### src/rtl/lc3b_types.sv
// Shared LC-3b datapath types: memory word, write mask and the memory port
// arbiter's FSM state encoding.
package lc3b_types;

    typedef logic [15:0] lc3b_word;
    typedef logic [1:0]  lc3b_mem_wmask;

    typedef enum logic [2:0] {
        IDLE   = 3'd0,
        BUSY_A = 3'd1,
        BUSY_B = 3'd2,
        RESP_A = 3'd3,
        RESP_B = 3'd4
    } lc3b_arb_state;

endpackage

### src/rtl/mem_port_arbiter.sv
// Serialises the instruction (A) and data (B) ports onto one physical memory
// port, one outstanding access at a time. Define ARB_ROUND_ROBIN_EN for
// round-robin conflict resolution; otherwise port B always wins.
//
// state  | meaning
// IDLE   | no access in flight; sample a_read / b_read|b_write
// BUSY_A | port A read on pmem, waiting for pmem_resp
// BUSY_B | port B read or write on pmem, waiting for pmem_resp
// RESP_A | a_resp pulse, a_rdata valid
// RESP_B | b_resp pulse, b_rdata valid (reads only)
module mem_port_arbiter
    import lc3b_types::*;
(
    input  logic          clk,
    input  logic          rst_n,
    input  lc3b_word      a_addr,
    input  logic          a_read,
    output lc3b_word      a_rdata,
    output logic          a_resp,
    input  lc3b_word      b_addr,
    input  logic          b_read,
    input  logic          b_write,
    input  lc3b_word      b_wdata,
    input  lc3b_mem_wmask b_byte_enable,
    output lc3b_word      b_rdata,
    output logic          b_resp,
    output lc3b_word      pmem_addr,
    output logic          pmem_read,
    output logic          pmem_write,
    output lc3b_word      pmem_wdata,
    output lc3b_mem_wmask pmem_byte_enable,
    input  lc3b_word      pmem_rdata,
    input  logic          pmem_resp
);

    lc3b_arb_state state;
    logic          a_req;
    logic          b_req;
    logic          prefer_b;
    logic          pick_b;

    function automatic logic select_b(input logic req_a, input logic req_b,
                                      input logic b_first);
        return req_b && (!req_a || b_first);
    endfunction

    assign a_req = a_read;
    assign b_req = b_read | b_write;

`ifdef ARB_ROUND_ROBIN_EN
    logic last_grant;  // 0 = A, 1 = B
    assign prefer_b = ~last_grant;
`else
    assign prefer_b = 1'b1;
`endif

    assign pick_b = select_b(a_req, b_req, prefer_b);

    always_ff @(posedge clk or negedge rst_n) begin
        if (!rst_n) begin
            state            <= IDLE;
            a_rdata          <= '0;
            a_resp           <= 1'b0;
            b_rdata          <= '0;
            b_resp           <= 1'b0;
            pmem_addr        <= '0;
            pmem_read        <= 1'b0;
            pmem_write       <= 1'b0;
            pmem_wdata       <= '0;
            pmem_byte_enable <= '0;
`ifdef ARB_ROUND_ROBIN_EN
            last_grant       <= 1'b0;
`endif
        end else begin
            case (state)
                IDLE: begin
                    if (a_req || b_req) begin
                        if (pick_b) begin
                            state            <= BUSY_B;
                            pmem_addr        <= b_addr;
                            pmem_wdata       <= b_wdata;
                            // simultaneous read+write is treated as a write
                            pmem_write       <= b_write;
                            pmem_read        <= ~b_write;
                            pmem_byte_enable <= b_write ? b_byte_enable : 2'b11;
`ifdef ARB_ROUND_ROBIN_EN
                            last_grant       <= 1'b1;
`endif
                        end else begin
                            state            <= BUSY_A;
                            pmem_addr        <= a_addr;
                            pmem_write       <= 1'b0;
                            pmem_read        <= 1'b1;
                            pmem_byte_enable <= 2'b11;
`ifdef ARB_ROUND_ROBIN_EN
                            last_grant       <= 1'b0;
`endif
                        end
                    end
                end
                BUSY_A: begin
                    if (pmem_resp) begin
                        a_rdata    <= pmem_rdata;
                        pmem_read  <= 1'b0;
                        pmem_write <= 1'b0;
                        a_resp     <= 1'b1;
                        state      <= RESP_A;
                    end
                end
                BUSY_B: begin
                    if (pmem_resp) begin
                        if (!pmem_write) begin
                            b_rdata <= pmem_rdata;
                        end
                        pmem_read  <= 1'b0;
                        pmem_write <= 1'b0;
                        b_resp     <= 1'b1;
                        state      <= RESP_B;
                    end
                end
                RESP_A, RESP_B: begin
                    a_resp <= 1'b0;
                    b_resp <= 1'b0;
                    state  <= IDLE;
                end
                default: begin
                    state <= IDLE;
                end
            endcase
        end
    end

endmodule
### config.mk
export PLATFORM = sky130hd
export DESIGN_NAME = mem_port_arbiter
export DESIGN_NICKNAME = d
export VERILOG_FILES = /design/src/rtl/lc3b_types.sv /design/src/rtl/mem_port_arbiter.sv
export SDC_FILE = /design/constraint.sdc
export NUM_CORES = 1
export LEC_CHECK = 0
export BUFFER_PORTS_ARGS = -buffer_cell sky130_fd_sc_hd__buf_2
export CORE_MARGIN = 3
export CORE_UTILIZATION = 43
export CTS_BUF_LIST = sky130_fd_sc_hd__clkbuf_4 sky130_fd_sc_hd__clkbuf_8
export DETAILED_ROUTE_END_ITERATION = 16
export PLACE_DENSITY = 0.78
export SYNTH_ARGS = -nofsm -noshare
export SYNTH_HDL_FRONTEND = slang
export SYNTH_SLANG_ARGS = --single-unit
export TNS_END_PERCENT = 10
### constraint.sdc
create_clock -name clk -period 1.7 [get_ports clk]
set_input_delay 0.085 -clock clk [delete_from_list [all_inputs] [get_ports clk]]
set_output_delay 0.085 -clock clk [all_outputs]
set_load 0.02 [all_outputs]
==> out/results.ini <==
[status]
status=completed

[synthesis]
synth_fp_nets=271
synth_top_area_cell=dfrtp_1
netlist_area_um2=3060
synth_edf_count=0
synth_seq_cells=73
synth_area_leaders=dfrtp_1, mux2_2, o22a_1
ys_types=30
synth_seq_area_share_pct=59.7
ys.flop_type=dfrtp_1
synthArstFlopShare_pct=100
synth_area_per_cell_um2=15.4
ys.warnings.count=0
synth_top_cell_area_share_pct=59.7
synth_cells=199

[cts]
cts_buffer_depth=2
cts_setup_buffers=0
cts_buffers=9
cts_tree=done
clk_pin_slew_ns=0.08
cts-resized-gates=0
clk_latency_ns=0.35
cts_sinks=73
cts-root-buf=clkbuf_8
htreeDepth=3

[timing]
slew_headroom_pct=67.7
hold_violations=0
fin_crit_ns=1.59
setup_slack_ns=0.110
worst_pin_slew_ns=0.485
setup-tns-final_ns=0
finalMaxSlewViolations=0
skew_ns=0.0142
fmax_mhz=629
finalCritPeriodShare_pct=93.5
setup_viol=0
rsz0062_at_grt=no

[worst_setup_path]
crit_type=flip-flop to flip-flop
cp_cell_sequence=nand2b_4, nor4b_4, buf_12, mux2_2
crit_family=simple AND/OR/NAND/NOR gates
worstSetupEndpointType=flip-flop
worst_setup_path_start_kind=flip-flop
max_stage_delay_ns=0.45
r2r_slack_ns=0.11
cp_slowest_cell=dfrtp_1
arrival_ns=1.81
cp_num_buf_inv=1
crit_path_max_fanout=16
crit_required_ns=1.92

[cells_and_area]
diodes=0
nFillCells=544
area_delta_synth_final_pct=49.4
final_nets=460
fin_cells=489
layout-drive-gt1-share_pct=64.9

[min_path]
min_path_type=primary input to flip-flop

[routing]
routed-via-count=2344
ant_nets=0
vias_per_cell=4.79
drt-total-wl_um=7130
drc=0
dr.pass1.iters=4
drtIter0Drc=65
wl_per_cell_um=14.6

[place]
place_congestion=0.756
dp.cells=438
place.detailed.hpwl_um=4960
io_buffers=141
pre_cts_ws_ns=0.105

[floorplanning]
io_pins=142
num_rows=30
die_y_um=90.4
fp.coreArea_um2=6830
die_x_um=90.4
die_area_um2=8170
start_util_pct=44.8

[power_and_ir_drop]
switching_share_pct=36.9
seqPwrFrac_pct=35.4
p_leak_nw=2.20
p_per_area_nw_per_um2=1870
p_int_w=0.00540
p_clk_share_pct=19.3
net-switching-power_w=0.00317
max-vdd-ir-drop_v=0.00103
combPwrFrac_pct=45.3

[grt]
grt_pass1_wl_um=12000
grt_antenna_before_repair=0
grt.total_usage_pct=18.3
grt_overflow=0
grt_pass1_vias=2465
grt_max_degree=38

[run]
drv_cap=0

-- metrics by stage --
stage          hold WS [ns]  area [um2]  util (%)  total power, W
2_1_floorplan        -0.211        3060         -         0.00552
3_3_place_gp         0.0721        3980      58.2         0.00680
3_5_place_dp         0.0885        3980      58.2         0.00693
4_1_cts              0.0284        4570      66.9         0.00866
5_1_grt              0.0535        4570      66.9         0.00905
6_report             0.0518        4570      66.9         0.00857
-- cell type report --
cell class	count	area, um2	area share (%)
flip-flops and latches	73	1830	40.0
multi-input cells	116	1170	25.5
clock buffers	10	131	2.87
repair buffers	188	1210	26.5
clock inverters	6	115	2.52
well taps	96	120	2.63
-- flip-flops by register name, summed over array words and instances (netlist names) --
name,cells
pmem_read,1
a_rdata,16
b_rdata,16
b_resp,1
state,3
pmem_write,1
pmem_addr,16
pmem_byte_enable,2
pmem_wdata,16
a_resp,1
-- cell usage in the layout, fill, tap and decap left out, types with 3 or more instances in the layout --
master / netlist / routed
clkbuf_8: 0 / 9
a21oi_1: 3 / 3
o22a_1: 3 / 3
dfrtp_1: 73 / 73
buf_12: 0 / 5
buf_4: 3 / 8
buf_2: 1 / 140
bufinv_16: 0 / 3
mux2_2: 80 / 80
nor2_1: 5 / 5
dlygate4sd3_1: 0 / 35
-- worst reg2reg max path: stages (launching register included) --
cell and delay [ns]:
dfrtp_1 0.45, nand2b_4 0.20, nor4b_4 0.28, buf_12 0.19, mux2_2 0.35
-- cells in the mapped netlist, types with 2 or more instances --
cell and n:
a21oi_1 3, buf_4 3, buf_6 2, clkbuf_1 3, dfrtp_1 73, mux2_2 80, nand2b_1 2, nand3_1 2
nor2_1 5, nor2b_1 2, nor3_1 2, o21ai_0 2, o22a_1 3
-- repair_timing --
action,4_1_cts,5_1_grt
hold buffers,35,0
endpoints found under the hold margin,86,0
setup endpoints to repair,0,0
-- power by group through the flow --
| stage | Clock [W] | Sequential (W) | Combinational, W |
|---|---|---|---|
| global placement | 0 | 0.00303 | 0.00376 |
| floorplan | 0 | 0.00408 | 0.00144 |
| global route | 0.00177 | 0.00315 | 0.00413 |
| finish | 0.00165 | 0.00304 | 0.00388 |
| CTS | 0.00169 | 0.00304 | 0.00393 |
| detailed placement | 0 | 0.00307 | 0.00386 |
-- worst paths after layout --
path | startpoint | end | depth (start not counted)
max | state[2] | b_rdata[3] | 4
min | pmem_resp | state[1] | 2
max reg2reg | state[2] | b_rdata[3] | 4
min reg2reg | pmem_addr[14] | pmem_addr[14] | 1
max in group asynchronous | rst_n | pmem_addr[9] | 3
min in group asynchronous | rst_n | a_rdata[3] | 2
-- cells by family after synthesis --
| logic type | Yosys count | synth area share, % |
|---|---|---|
| flip-flops | 73 | 59.7 |
| AND/OR/NAND/NOR | 23 | 5.56 |
| buffers and inverters | 10 | 2.17 |
| AO/OA/AOI/OAI | 13 | 3.15 |
| multiplexers | 80 | 29.4 |
-- per-layer routing --
metal | track usage [%] | share of wire (%) | vias to the layer above
li1 | - | - | 1099
met3 | 6.00 | 6.5 | 13
met5 | 0 | 0 | -
met2 | 31.5 | 53 | 84
met1 | 21.2 | 39 | 1148
met4 | 7.02 | 1.8 | 0
Power figures use the tool's default switching activity.
